File: src/rtl/uart_tx_pkg.sv
// rtl/uart_tx_pkg.sv - shared state encodings, parity codes and defaults for the UART
package uart_tx_pkg;

  // Frame states of the transmitter FSM
  typedef enum logic [2:0] {
    ST_IDLE  = 3'd0,
    ST_START = 3'd1,
    ST_DATA  = 3'd2,
    ST_PAR   = 3'd3,
    ST_STOP  = 3'd4
  } state_t;

  // Parity mode codes
  localparam int PAR_NONE = 0;
  localparam int PAR_EVEN = 1;
  localparam int PAR_ODD  = 2;

  // 50 MHz system clock, 115200 baud
  localparam int CLKDIV_DEFAULT = 434;

  // Parity bit for a captured byte; odd mode inverts the even result
  function automatic logic parity_bit(input logic [7:0] data, input int mode);
    return (mode == PAR_ODD) ? ~(^data) : (^data);
  endfunction

endpackage

File: src/rtl/uart_baudgen.sv
// rtl/uart_baudgen.sv - loadable bit-period down-counter with a boundary tick
module uart_baudgen #(
  parameter int CLKDIV = 434
) (
  input  logic clk,
  input  logic n_rst,
  input  logic load_i,
  output logic tick_o
);

  localparam int W = $clog2(CLKDIV);
  localparam logic [W-1:0] RELOAD = W'(CLKDIV - 1);

  logic [W-1:0] cnt_q;
  logic [W-1:0] cnt_d;

  // tick marks the last clock of the current bit period
  assign tick_o = (cnt_q == '0);

  // Restart on load, reload at every boundary, otherwise count down
  always_comb begin
    cnt_d = cnt_q - 1'b1;
    if (load_i || tick_o) begin
      cnt_d = RELOAD;
    end
  end

  // Counter register
  always_ff @(posedge clk) begin
    if (!n_rst) begin
      cnt_q <= '0;
    end else begin
      cnt_q <= cnt_d;
    end
  end

endmodule

File: src/rtl/uart_tx.sv
// rtl/uart_tx.sv - byte-serial UART transmitter, 8 data bits LSB first
module uart_tx
  import uart_tx_pkg::*;
#(
  parameter int CLKDIV   = CLKDIV_DEFAULT,
  parameter int PARITY   = PAR_NONE,
  parameter int STOPBITS = 1
) (
  input  logic       clk,
  input  logic       n_rst,
  input  logic       txen,
  input  logic [7:0] datain,
  output logic       busy,
  output logic       tx
);

  if (CLKDIV < 2) begin : g_bad_clkdiv
    $error("uart_tx: CLKDIV must be >= 2");
  end
  if (PARITY < PAR_NONE || PARITY > PAR_ODD) begin : g_bad_parity
    $error("uart_tx: PARITY must be 0, 1 or 2");
  end
  if (STOPBITS < 1 || STOPBITS > 2) begin : g_bad_stopbits
    $error("uart_tx: STOPBITS must be 1 or 2");
  end

  localparam logic LAST_STOP = (STOPBITS == 2);

  state_t     state_q, state_d;
  logic [7:0] shift_q, shift_d;
  logic [2:0] idx_q, idx_d;
  logic       par_q, par_d;
  logic       stop_q, stop_d;
  logic       tx_q, tx_d;
  logic       busy_q, busy_d;
  logic       load;
  logic       tick;

  uart_baudgen #(.CLKDIV(CLKDIV)) u_baudgen (
    .clk    (clk),
    .n_rst  (n_rst),
    .load_i (load),
    .tick_o (tick)
  );

  assign busy = busy_q;
  assign tx   = tx_q;

  // Next-state and output logic; every bit change happens on a timer boundary
  always_comb begin
    state_d = state_q;
    shift_d = shift_q;
    idx_d   = idx_q;
    par_d   = par_q;
    stop_d  = stop_q;
    tx_d    = tx_q;
    busy_d  = busy_q;
    load    = 1'b0;
    case (state_q)
      ST_IDLE: begin
        if (txen) begin
          // Parity is taken from the captured byte so later datain changes cannot leak in
          shift_d = datain;
          par_d   = parity_bit(datain, PARITY);
          tx_d    = 1'b0;
          busy_d  = 1'b1;
          load    = 1'b1;
          state_d = ST_START;
        end
      end
      ST_START: begin
        if (tick) begin
          tx_d    = shift_q[0];
          idx_d   = 3'd0;
          state_d = ST_DATA;
        end
      end
      ST_DATA: begin
        if (tick) begin
          if (idx_q == 3'd7) begin
            stop_d = 1'b0;
            if (PARITY != PAR_NONE) begin
              tx_d    = par_q;
              state_d = ST_PAR;
            end else begin
              tx_d    = 1'b1;
              state_d = ST_STOP;
            end
          end else begin
            shift_d = {1'b0, shift_q[7:1]};
            tx_d    = shift_q[1];
            idx_d   = idx_q + 3'd1;
          end
        end
      end
      ST_PAR: begin
        if (tick) begin
          tx_d    = 1'b1;
          state_d = ST_STOP;
        end
      end
      ST_STOP: begin
        if (tick) begin
          if (stop_q == LAST_STOP) begin
            busy_d  = 1'b0;
            state_d = ST_IDLE;
          end else begin
            stop_d = 1'b1;
          end
        end
      end
      default: begin
        tx_d    = 1'b1;
        busy_d  = 1'b0;
        state_d = ST_IDLE;
      end
    endcase
  end

  // State and datapath registers; reset aborts any frame in flight
  always_ff @(posedge clk) begin
    if (!n_rst) begin
      state_q <= ST_IDLE;
      shift_q <= '0;
      idx_q   <= '0;
      par_q   <= 1'b0;
      stop_q  <= 1'b0;
      tx_q    <= 1'b1;
      busy_q  <= 1'b0;
    end else begin
      state_q <= state_d;
      shift_q <= shift_d;
      idx_q   <= idx_d;
      par_q   <= par_d;
      stop_q  <= stop_d;
      tx_q    <= tx_d;
      busy_q  <= busy_d;
    end
  end

endmodule

File: config.mk
export PLATFORM = sky130hd
export DESIGN_NAME = uart_tx
export DESIGN_NICKNAME = d
export VERILOG_FILES = /design/src/rtl/uart_tx_pkg.sv /design/src/rtl/uart_baudgen.sv /design/src/rtl/uart_tx.sv
export SDC_FILE = /design/constraint.sdc
export NUM_CORES = 1
export LEC_CHECK = 0
export CORE_MARGIN = 2
export CORE_UTILIZATION = 45
export DETAILED_ROUTE_END_ITERATION = 10
export HOLD_SLACK_MARGIN = 0.12
export PLACE_DENSITY = 0.77
export SYNTH_ARGS = -nofsm -noshare
export SYNTH_HDL_FRONTEND = slang
export SYNTH_SLANG_ARGS = --single-unit
File: constraint.sdc
create_clock -name clk -period 2.1 [get_ports clk]
set_clock_uncertainty 0.05 [all_clocks]
set_input_delay 0.63 -clock clk [delete_from_list [all_inputs] [get_ports clk]]
set_output_delay 0.63 -clock clk [all_outputs]
set_load 0.005 [all_outputs]
==> results of run 1 <==
==> layout make-up <==
type,count,share of cell area
clock buffer,3,0.0152
sequential,25,0.339
tap,31,0.0262
multi-input combinational,96,0.469
timing repair buffer,23,0.137
clock inverter,1,0.00339
inverter,4,0.0102
==> worst max-delay path by stage <==
stage               cells after the start  slack [ns]    endpoint
finish                                  4        0.24  shift_q[1]
global route                            4        0.16  shift_q[1]
CTS                                     1        0.25        busy
detailed placement                      5      -0.009  shift_q[2]
global placement                        5        0.03  shift_q[5]
floorplan                               5        0.34  shift_q[7]
==> Yosys cell counts, types with 2 or more instances <==
master     n  area share
mux2i_1   10       0.079
a21oi_1   14       0.055
nand2_1   10       0.030
nor3b_1    3       0.018
xnor2_1    4       0.028
buf_6      4       0.036
a21oi_2    2       0.014
ha_1       4       0.040
dfxtp_1   25        0.40
xor2_1     2       0.014
nor2_1     9       0.027
nor4b_2    2       0.024
inv_1      4       0.012
clkbuf_1   2      0.0059
nand3_1    4       0.016
a311oi_1   6       0.042
a211oi_1   2       0.012
o21ai_0    6       0.024
nor3_1     2      0.0079
==> cells by family (layout without fill, tap and decap cells) <==
logic type | Yosys count | in the layout | synth area share
flops | 25 | 25 | 0.395
mux | 10 | 10 | 0.0791
buf+inv | 11 | 31 | 0.0573
fa+ha+maj | 4 | 4 | 0.0395
simple gates | 38 | 38 | 0.171
compound gates | 38 | 38 | 0.216
xor+xnor | 6 | 6 | 0.0415
==> sequential cells by signal, summed over array words and instances, names as in the netlist <==
register,cells
shift_q,8
idx_q,3
u_baudgen.cnt_q,9
tx,1
busy,1
state_q,3
==> cell usage in the layout (no fill, tap or decap) <==
cell type,synthesis,final
or3b_1,1,1
a21o_4,1,1
a311oi_2,1,1
clkdlybuf4s50_1,0,12
a31oi_1,1,1
nor4_1,1,1
xnor2_1,4,4
clkinv_2,0,1
nor2_1,9,9
nor4b_1,1,1
o31ai_1,1,1
nor4_2,1,1
a21oi_2,2,2
clkbuf_4,0,3
o21bai_4,1,1
mux2i_1,10,10
dfxtp_1,25,25
o21ai_0,6,6
a31o_1,1,1
and3_1,1,1
o21ba_2,1,1
a211oi_1,2,2
a311oi_1,6,6
nor3_1,2,2
nand3_1,4,4
xor2_1,2,2
o21a_1,1,1
inv_1,4,4
a21oi_1,14,14
or3_1,1,1
buf_4,0,11
nor4b_2,2,2
or4_1,1,1
nor3b_1,3,3
nor2b_1,1,1
nand2_1,10,10
ha_1,4,4
==> metrics by stage <==
stage,utilization,setup slack (ns),std cells
after floorplan,-,0.339,132
after global placement,0.535,0.0308,179
after detailed placement,0.535,-0.00949,179
after CTS,0.545,0.249,183
after global routing,0.545,0.158,183
final,0.545,0.242,183
==> routing by layer <==
layer  wire [um]  vias up  part of all wire  global-route usage
li1            -      524                 -                   -
met1        1130      487              0.45               0.186
met2        1250       17              0.50               0.292
met3          79        4             0.032              0.0340
met4          25        0             0.010              0.0631
met5           0        -                 0                   0
==> power groups by stage <==
stage,sequential [mW],clock [mW],combinational (mW)
floorplan,0.596,0,0.260
global placement,0.607,0,0.347
detailed placement,0.614,0,0.361
CTS,0.605,0.220,0.363
global route,0.614,0.242,0.398
finish,0.605,0.214,0.362
==> worst min-delay path: cells and delay by family (launching register included) <==
kind | cells | cell delay (ns)
and+or+nand+nor | 1 | 0.05
AOI/OAI and AO/OA | 1 | 0.06
DFF | 1 | 0.33
==> results.tsv, run 1 <==
metric	value	unit
WHS Path Cells	2	
# nets final	168	
Max-slew headroom	0.703	
sequential fraction of the synthesis area	0.395	
Die W	57.0	um
final worst-path cycle share	0.885	
synthesis warning total	0	
DR WL/cell	13.6	um
Reg2Reg Depth	4	
status	finished, final reports clean	
combinational share of power	0.307	
CTS Root Cell	clkbuf_4	
RSZ-0062 raised after global routing	false	
num ports	13	
RR Startpoint	state_q[2]	
worst hold slack	0.429	ns
Net Switching	379	uW
grt ovf	0	
post-CTS setup buffer count	0	
critical setup path kind	reg -> reg	
DRC	0	
FF-to-FF End	shift_q[1]	
clock buffer depth	2	
Hold EP	busy	
Die ar.	3250	um^2
cts hold-fix bufs	0	
CTS buffer count	3	
Final TNS setup	0	ns
Die H	57.0	um
post-CTS sizing	0	
final setup vio count	0	
min-delay src	busy	
FF+latch area	500	um^2
gpl congestion	0.882	
final instance area	1480	um^2
IR drop worst, VDD	517	uV
initial core utilization	0.467	
max cap viols	0	
cell count after synthesis	132	
HP Class	reg -> reg	
Top delay family on crit path	compound AO/OA/AOI/OAI gates	
share of cells above drive strength 1	0.158	
P&R area growth vs syn	16.7	%
critical path's largest stage delay	0.58	ns
r2r setup slk	0.24	ns
Layout fillers	263	
CP Launch Point	state_q[2]	
Async SR Flop Fraction	0	
minimum clock period after layout	1.86	ns
Worst EP arrival	2.04	ns
CP max FO	11	
ANT nets after route	0	
vias in the first global route	1029	
Site Rows	19	
Total Wirelength	2.49	mm
Port Buffers	12	
Syn Nets	147	
multi-input logic area	693	um^2
dpl hpwl	1.90	mm
CORE AREA	2710	um^2
fmax	0.538	GHz
TritonCTS Sinks	25	
Clk pwr share	0.181	
Startpoint Class	flip-flop	
total number of vias	1032	
Syn Area/Cell	9.59	um^2
critical path's slowest cell	or3b_1	
distinct cell type count after synthesis	36	
Worst-Skew Late Latency	0.31	ns
sw frac	0.321	
register share of total power	0.512	
Max H-tree Level	1	
First-pass DRT Iterations	4	
EDFF count, synth	0	
CP required	2.28	ns
pin count of the biggest net entering global routing	16	
CTS clock-pin slew for the worst setup and hold paths	0.13	ns
worst slew pin tran	0.445	ns
critical path, cell by cell	or3b_1 -> o21bai_4 -> a21oi_1 -> a311oi_1	
Cell Area, Placed	1450	um^2
Pwr per Cell Area	800	nW/um^2
n_diodes	0	
crit path buf inv count	0	
Total GRT Usage	0.162	
Power Total	1.18	mW
number of DRC markers in iteration 0	14	
vias per cell	5.64	
antenna violations before repair	0	
Yosys reg bits	25	
internal cell power	803	uW
Post-synth top flop	dfxtp_1	
LEAKAGE	0.600	nW
Synth Cell Area	1270	um^2
first-pass GRT wire length	4.22	mm
Hold Vio Cnt, Final	0	
element type at the critical path end	flip-flop	
Pins Over Slew Limit	0	
CTS tree	yes	
No activity file was read; power rests on OpenSTA's default activity.
==> run 2: changes to the inputs <==
--- a/config.mk
+++ b/config.mk
@@ -8,7 +8,7 @@
 export CORE_MARGIN = 2
 export CORE_UTILIZATION = 45
 export DETAILED_ROUTE_END_ITERATION = 10
-export HOLD_SLACK_MARGIN = 0.12
+export HOLD_SLACK_MARGIN = 0.05
 export PLACE_DENSITY = 0.77
 export SYNTH_ARGS = -nofsm -noshare
 export SYNTH_HDL_FRONTEND = slang
==> results of run 2 <==
Final layout, timing and power as in run 1 (identical DEF).
